[src/rtl/axis_byte_realign_if.sv]
// AXI4-Stream bundle (data, byte keep, valid/ready, last) shared by the realigner's input and output.
interface axis_byte_realign_if #(
  parameter int DATA_BYTES = 4
);
  logic [8*DATA_BYTES-1:0] tdata;
  logic [DATA_BYTES-1:0]   tkeep;
  logic                    tvalid;
  logic                    tready;
  logic                    tlast;

  modport master (output tdata, output tkeep, output tvalid, output tlast, input tready);
  modport slave  (input tdata, input tkeep, input tvalid, input tlast, output tready);
endinterface

[src/rtl/axis_byte_realign.sv]
// Strips the first S bytes of each packet and repacks the rest onto lane 0; registered output,
// one beat of latency (S=0) or one beat behind the input (S>0); input stalls while output is blocked.
module axis_byte_realign #(
  parameter int  DATA_BYTES = 4,
  parameter int  MAX_SHIFT  = 3,
  localparam int SHW        = $clog2(MAX_SHIFT + 1)
) (
  input  logic                  aclk,
  input  logic                  ARESETn,
  input  logic [SHW-1:0]        cfg_shift,
  axis_byte_realign_if.slave    s_axis,
  axis_byte_realign_if.master   m_axis,
  output logic                  runt_drop,
  output logic [15:0]           pkt_cnt
);
  localparam int DW = 8 * DATA_BYTES;

  typedef enum logic [1:0] {ST_FIRST, ST_MID, ST_FLUSH} state_t;

  state_t                state_q, state_d;
  logic [DW-1:0]         hold_dat_q, hold_dat_d;
  logic [DATA_BYTES-1:0] hold_keep_q, hold_keep_d;
  logic [SHW-1:0]        shift_q, shift_d;
  logic [DW-1:0]         m_dat_q, m_dat_d;
  logic [DATA_BYTES-1:0] m_keep_q, m_keep_d;
  logic                  m_vld_q, m_vld_d;
  logic                  m_last_q, m_last_d;
  logic                  runt_q, runt_d;
  logic [15:0]           pkt_cnt_q, pkt_cnt_d;

  logic                  out_free;
  logic                  s_rdy;
  logic                  s_acc;
  logic [SHW-1:0]        s_new;
  logic [DW-1:0]         in_dat;

  function automatic logic [DW-1:0] sh_dat(input logic [DW-1:0] x, input logic [SHW-1:0] s);
    return x >> (8 * int'(s));
  endfunction

  function automatic logic [DW-1:0] up_dat(input logic [DW-1:0] x, input logic [SHW-1:0] s);
    return x << (8 * (DATA_BYTES - int'(s)));
  endfunction

  function automatic logic [DATA_BYTES-1:0] sh_keep(input logic [DATA_BYTES-1:0] x,
                                                   input logic [SHW-1:0] s);
    return x >> int'(s);
  endfunction

  function automatic logic [DATA_BYTES-1:0] up_keep(input logic [DATA_BYTES-1:0] x,
                                                   input logic [SHW-1:0] s);
    return x << (DATA_BYTES - int'(s));
  endfunction

  assign out_free      = !m_vld_q || m_axis.tready;
  assign s_rdy         = (state_q != ST_FLUSH) && out_free;
  assign s_acc         = s_axis.tvalid && s_rdy;
  assign s_new         = (int'(cfg_shift) > MAX_SHIFT) ? SHW'(MAX_SHIFT) : cfg_shift;

  assign s_axis.tready = s_rdy;
  assign m_axis.tdata  = m_dat_q;
  assign m_axis.tkeep  = m_keep_q;
  assign m_axis.tvalid = m_vld_q;
  assign m_axis.tlast  = m_last_q;
  assign runt_drop     = runt_q;
  assign pkt_cnt       = pkt_cnt_q;

  // Invalid input lanes are zeroed so they can never leak into kept output lanes.
  always_comb begin
    in_dat = '0;
    for (int i = 0; i < DATA_BYTES; i++) begin
      if (s_axis.tkeep[i]) in_dat[8*i +: 8] = s_axis.tdata[8*i +: 8];
    end
  end

  always_comb begin
    state_d     = state_q;
    hold_dat_d  = hold_dat_q;
    hold_keep_d = hold_keep_q;
    shift_d     = shift_q;
    m_dat_d     = m_dat_q;
    m_keep_d    = m_keep_q;
    m_last_d    = m_last_q;
    m_vld_d     = out_free ? 1'b0 : m_vld_q;
    runt_d      = 1'b0;
    pkt_cnt_d   = pkt_cnt_q + ((m_vld_q && m_axis.tready && m_last_q) ? 16'd1 : 16'd0);

    unique case (state_q)
      ST_FIRST: begin
        if (s_acc) begin
          shift_d     = s_new;
          hold_dat_d  = in_dat;
          hold_keep_d = s_axis.tkeep;
          if (s_new == '0) begin
            m_vld_d  = 1'b1;
            m_dat_d  = in_dat;
            m_keep_d = s_axis.tkeep;
            m_last_d = s_axis.tlast;
            if (!s_axis.tlast) state_d = ST_MID;
          end else if (!s_axis.tlast) begin
            state_d = ST_MID;
          end else if (sh_keep(s_axis.tkeep, s_new) != '0) begin
            m_vld_d  = 1'b1;
            m_dat_d  = sh_dat(in_dat, s_new);
            m_keep_d = sh_keep(s_axis.tkeep, s_new);
            m_last_d = 1'b1;
          end else begin
            runt_d = 1'b1;
          end
        end
      end
      ST_MID: begin
        if (s_acc) begin
          hold_dat_d  = in_dat;
          hold_keep_d = s_axis.tkeep;
          m_vld_d     = 1'b1;
          if (shift_q == '0) begin
            m_dat_d  = in_dat;
            m_keep_d = s_axis.tkeep;
            m_last_d = s_axis.tlast;
            if (s_axis.tlast) state_d = ST_FIRST;
          end else begin
            m_dat_d  = sh_dat(hold_dat_q, shift_q) | up_dat(in_dat, shift_q);
            m_keep_d = sh_keep(hold_keep_q, shift_q) | up_keep(s_axis.tkeep, shift_q);
            m_last_d = 1'b0;
            // Last beat short enough to fit entirely in this output: no flush needed.
            if (s_axis.tlast) begin
              if (sh_keep(s_axis.tkeep, shift_q) == '0) begin
                m_last_d = 1'b1;
                state_d  = ST_FIRST;
              end else begin
                state_d = ST_FLUSH;
              end
            end
          end
        end
      end
      ST_FLUSH: begin
        if (out_free) begin
          m_vld_d  = 1'b1;
          m_dat_d  = sh_dat(hold_dat_q, shift_q);
          m_keep_d = sh_keep(hold_keep_q, shift_q);
          m_last_d = 1'b1;
          state_d  = ST_FIRST;
        end
      end
      default: state_d = ST_FIRST;
    endcase
  end

  always_ff @(posedge aclk or negedge ARESETn) begin
    if (!ARESETn) begin
      state_q     <= ST_FIRST;
      hold_dat_q  <= '0;
      hold_keep_q <= '0;
      shift_q     <= '0;
      m_dat_q     <= '0;
      m_keep_q    <= '0;
      m_vld_q     <= 1'b0;
      m_last_q    <= 1'b0;
      runt_q      <= 1'b0;
      pkt_cnt_q   <= '0;
    end else begin
      state_q     <= state_d;
      hold_dat_q  <= hold_dat_d;
      hold_keep_q <= hold_keep_d;
      shift_q     <= shift_d;
      m_dat_q     <= m_dat_d;
      m_keep_q    <= m_keep_d;
      m_vld_q     <= m_vld_d;
      m_last_q    <= m_last_d;
      runt_q      <= runt_d;
      pkt_cnt_q   <= pkt_cnt_d;
    end
  end
endmodule

[src/flat_wrapper.sv]
// flat-port wrapper written by rule: the top's interface ports become plain ports
module axis_byte_realign_flat 
#(
  parameter int  DATA_BYTES = 4,
  parameter int  MAX_SHIFT  = 3,
  localparam int SHW        = $clog2(MAX_SHIFT + 1)
)
  (aclk, ARESETn, cfg_shift, runt_drop, pkt_cnt, s_axis_tdata, s_axis_tkeep, s_axis_tvalid, s_axis_tlast, s_axis_tready, m_axis_tdata, m_axis_tkeep, m_axis_tvalid, m_axis_tlast, m_axis_tready);
  axis_byte_realign_if #(.DATA_BYTES(DATA_BYTES)) s_axis_i ();
  axis_byte_realign_if #(.DATA_BYTES(DATA_BYTES)) m_axis_i ();
  input  logic aclk;
  input  logic ARESETn;
  input  logic [SHW-1:0] cfg_shift;
  output logic runt_drop;
  output logic [15:0] pkt_cnt;
  input wire logic [$bits(s_axis_i.tdata)-1:0] s_axis_tdata;
  input wire logic [$bits(s_axis_i.tkeep)-1:0] s_axis_tkeep;
  input wire logic [$bits(s_axis_i.tvalid)-1:0] s_axis_tvalid;
  input wire logic [$bits(s_axis_i.tlast)-1:0] s_axis_tlast;
  output wire logic [$bits(s_axis_i.tready)-1:0] s_axis_tready;
  output wire logic [$bits(m_axis_i.tdata)-1:0] m_axis_tdata;
  output wire logic [$bits(m_axis_i.tkeep)-1:0] m_axis_tkeep;
  output wire logic [$bits(m_axis_i.tvalid)-1:0] m_axis_tvalid;
  output wire logic [$bits(m_axis_i.tlast)-1:0] m_axis_tlast;
  input wire logic [$bits(m_axis_i.tready)-1:0] m_axis_tready;
  assign s_axis_i.tdata = s_axis_tdata;
  assign s_axis_i.tkeep = s_axis_tkeep;
  assign s_axis_i.tvalid = s_axis_tvalid;
  assign s_axis_i.tlast = s_axis_tlast;
  assign s_axis_tready = s_axis_i.tready;
  assign m_axis_tdata = m_axis_i.tdata;
  assign m_axis_tkeep = m_axis_i.tkeep;
  assign m_axis_tvalid = m_axis_i.tvalid;
  assign m_axis_tlast = m_axis_i.tlast;
  assign m_axis_i.tready = m_axis_tready;
  axis_byte_realign #(.DATA_BYTES(DATA_BYTES), .MAX_SHIFT(MAX_SHIFT)) u_core (.aclk(aclk), .ARESETn(ARESETn), .cfg_shift(cfg_shift), .s_axis(s_axis_i), .m_axis(m_axis_i), .runt_drop(runt_drop), .pkt_cnt(pkt_cnt));
endmodule
[config.mk]
export PLATFORM = sky130hd
export DESIGN_NAME = axis_byte_realign_flat
export DESIGN_NICKNAME = d
export VERILOG_FILES = /design/src/rtl/axis_byte_realign_if.sv /design/src/rtl/axis_byte_realign.sv /design/src/flat_wrapper.sv
export SDC_FILE = /design/constraint.sdc
export NUM_CORES = 1
export LEC_CHECK = 0
export BUFFER_PORTS_ARGS = -buffer_cell sky130_fd_sc_hd__buf_2
export CAP_MARGIN = 15
export CORE_UTILIZATION = 40
export DETAILED_ROUTE_END_ITERATION = 6
export PLACE_DENSITY = 0.7
export SLEW_MARGIN = 25
export SYNTH_ARGS = -nofsm -noshare
export SYNTH_HDL_FRONTEND = slang
export SYNTH_SLANG_ARGS = --single-unit
[constraint.sdc]
create_clock -name aclk -period 2.5 [get_ports aclk]
set_input_delay 0.5 -clock aclk [delete_from_list [all_inputs] [get_ports aclk]]
set_output_delay 0.5 -clock aclk [all_outputs]
set_load 0.02 [all_outputs]
==> summary.txt <==
Clock tree
  – Hold buffer count at CTS: 0
  – Clock Root Buffer: clkbuf_16
  – Worst skew pair latency: 0.36 ns
  – TritonCTS clock tree: yes
  – TritonCTS Buffers: 9
  – H-tree depth: 3
  – Clock Tree Buf Depth: 2
  – Reg clk slew, reported paths: 0.07 ns
  – Clock Sinks: 95

Logic synthesis
  – Mux contribution to synthesized area: 0.169
  – Syn nets: 808
  – Synth async-reset ratio: 1.00
  – Post-synthesis cell area: between 6000 and 7000 µm²
  – Syn avg cell area: between 9 and 10 µm²
  – Cell count after synthesis: between 700 and 800
  – Adder-Cell Fraction of Synth Area: 0.0128
  – Post-synthesis sequential area ratio: 0.348
  – Synth Warn #: 0
  – EDFF count, synth: 0
  – Seq cells post-synth: between 90 and 100
  – Yosys top cell area share: 0.348
  – Xor/xnor share of the synthesized area: 0.0180
  – Simple-gate area share of the yosys netlist: 0.164
  – Ranking of synthesized cells by area: dfrtp_1 (35%), o21ai_0 (5.8%), nand2_1 (5.7%), mux4_2 (4.9%), mux2_4 (4.8%)
  – Synth unique cells: 67
  – Largest area contributor in the netlist: dfrtp_1
  – Combinational family with the most area after synthesis: compound AO/OA/AOI/OAI gates
  – Post-synthesis compound-gate area fraction: 0.225
  – Post-synth top flop: dfrtp_1

Final layout
  – Final std cells w/o fill: around 1100
  – Final net count: 899
  – Most frequent cells in the layout: nand2_1 (104), buf_2 (97), dfrtp_1 (94), o21ai_0 (79), nor2_1 (51)
  – FILL cells: 1562
  – Commonest non-fill, non-tap cell in the layout: nand2_1
  – Reg area: between 2000 and 2500 µm²
  – Post-route cell area: ~8000 µm²
  – Antenna cells: 0
  – Multi-input gate area: approximately 4000 µm²
  – Synth-to-layout area growth: 17.7%
  – Layout cell share with drive strength beyond 1: 0.273

Timing
  – RSZ-0062 raised after global routing: false
  – Setup TNS: 0 ns
  – Final Max Tran Viols: 0
  – Slew of the pin with the lowest slew margin: ~0.45 ns
  – Final period demand of the worst path: 2.33 ns
  – Maximum clock frequency: between 400 and 500 MHz
  – Final hold viol count: 0
  – Setup WS post-layout: 0.171 ns
  – Slew Limit Headroom: 0.691
  – Final Cycle Share: 0.932
  – Final setup vio count: 0
  – Worst Skew: roughly 0.009 ns

Power
  – Clk pwr share: 0.141
  – Total power: ~10 mW
  – Leakage: 3.55 nW
  – Gate power share: 0.610
  – NetSw: between 4 and 5 mW
  – VDD IR-drop max: roughly 0.77 mV
  – PD cells: roughly 1200 nW/µm²
  – Internal power: approximately 5.3 mW
  – Sequential share of power: 0.249
  – Switching Fraction: 0.462

Detailed routing
  – Initial DRC Count: 697
  – Vias per cell: 6.16
  – WL per Instance: 20.9 µm
  – Antenna-violating nets left: 0
  – Drt total wl: ~22 mm
  – Drt drc: 0
  – Routed vias: roughly 6600
  – First-pass DRT Iterations: 6

Die
  – Rows: 47
  – Die height: between 100 and 150 µm
  – Total die area: 17600 µm²
  – Chip width: roughly 130 µm
  – Initial core utilization: 0.410
  – IO Count: 99
  – Core area: about 17000 µm²

Worst setup path
  – Data arrival time of the worst path: 2.63 ns
  – CP peak stage delay: between 0.4 and 0.5 ns
  – CP cell instances: buf_12 > nor2b_1 > buf_4 > o2bb2ai_1 > nor4_1 > a2111oi_0 > mux2_2
  – CP Class: flop to flop
  – Largest fanout on the critical path: 69
  – Critical Path RT: roughly 2.8 ns
  – Crit start category: flop
  – CP max-delay cell: a2111oi_0
  – Crit end category: flop

Status
  – Status: completed

Placed design
  – Cell Area, Placed: 7730 µm²
  – Placement Setup Slack: roughly 0.08 ns
  – Placed Cells: around 1100
  – Port Buffers: around 100
  – Gpl congestion: slightly above 0.9
  – Hpwl dp: between 15 and 20 mm

Global routing
  – Largest net degree at the start of global routing: 70
  – GRT Residual Overflow: 0
  – Vias in the first global route: 6366
  – Total Routing Usage GR: 0.263
  – First-pass GRT wire length: approximately 36 mm
  – Initial antenna violation count: 0

Job
  – MaxCap Viol Count: 0

Hold path
  – Hold Path Class: input pin to asynchronous set/reset pin
logic make-up after synthesis:
logic type | Yosys count
simple gates | 240
compound gates | 234
flops | 95
buf+inv | 86
mux | 82
xor+xnor | 14
fa+ha+maj | 7
through the flow:
stage               hold WS, ns   util
finish                   0.0302  0.483
global route             0.0442  0.483
CTS                      0.0375  0.483
detailed placement        0.421  0.464
global placement          0.421  0.464
floorplan                 0.204      -
power by group through the flow:
| stage | Combinational [mW] | Clock (mW) | Sequential, mW |
|---|---|---|---|
| 2_1_floorplan | 3.96 | 0 | 2.69 |
| 3_3_place_gp | 5.89 | 0 | 2.49 |
| 3_5_place_dp | 5.95 | 0 | 2.49 |
| 4_1_cts | 5.98 | 1.43 | 2.47 |
| 5_1_grt | 6.51 | 1.48 | 2.53 |
| 6_report | 6.07 | 1.40 | 2.47 |
worst max-delay path: cells and delay by family (launching register included):
family / cells / cell delay [ns]
buf+inv: 2 / 0.57
simple gates: 2 / 0.40
mux: 1 / 0.24
flops: 1 / 0.40
compound gates: 2 / 0.64
state kept, by name, indices dropped and copies added (netlist names), 2 cells and up:
name and cells:
u_core.hold_dat_q 32, u_core.hold_keep_q 4, u_core.m_axis.tdata 32, u_core.m_axis.tkeep 4
u_core.pkt_cnt 16, u_core.shift_q 2, u_core.state_q 2
path summary, 6_finish.rpt:
kind                                                from                                   to  slack, ns  cells past startpoint
max                        u_core.shift_q[0]$_DFFE_PN0P_   u_core.m_axis.tdata[9]$_DFFE_PN0P_       0.17                      7
min                                              ARESETn  u_core.m_axis.tdata[31]$_DFFE_PN0P_       0.03                      1
max in group asynchronous                        ARESETn        u_core.shift_q[0]$_DFFE_PN0P_       1.86                      2
min reg2reg                 u_core.pkt_cnt[15]$_DFF_PN0_         u_core.pkt_cnt[15]$_DFF_PN0_       0.48                      1
min in group aclk           u_core.pkt_cnt[15]$_DFF_PN0_         u_core.pkt_cnt[15]$_DFF_PN0_       0.48                      1
max reg2reg                u_core.shift_q[0]$_DFFE_PN0P_   u_core.m_axis.tdata[9]$_DFFE_PN0P_       0.17                      7
synthesized netlist by cell type, types with 3 or more instances:
cell,n
o21ai_0,79
xor2_1,3
nor3_1,3
o31ai_1,4
buf_6,5
a31oi_1,11
dfrtp_1,95
o211ai_1,4
a21oi_1,34
and3_1,8
buf_2,17
xnor2_1,11
nor2b_1,8
a21boi_0,10
buf_4,6
mux2i_1,30
clkbuf_1,32
mux2_4,22
ha_1,7
nand3b_1,7
buf_1,7
o32ai_1,12
o22ai_1,7
nor2_1,51
a22oi_1,13
mux4_2,15
nor4_1,7
nand2b_1,7
a211oi_1,7
nand2_1,104
a2111oi_0,12
inv_1,15
o221ai_1,3
nand3_1,28
a221oi_1,8
nand4b_1,3
mux2_2,14
o2bb2ai_1,11
final cells by class:
type                       instances  area share
sequential                        95       0.296
clock inverter                     7     0.00934
timing repair buffer             150       0.122
inverter                          16     0.00748
multi-input combinational        577       0.502
clock buffer                       9      0.0280
tap                              220      0.0343
metal layers:
layer  track usage  wire (µm)
met4         0.129        939
met2         0.414      10200
met5             0          0
met1         0.342       9190
met3        0.0575       2090
what timing repair did:
item,in CTS,in global routing
gates resized for setup,0,3
buffers inserted,0,0
endpoints found under the setup margin,0,7
Note: power is estimated with default switching activity, not from simulation.
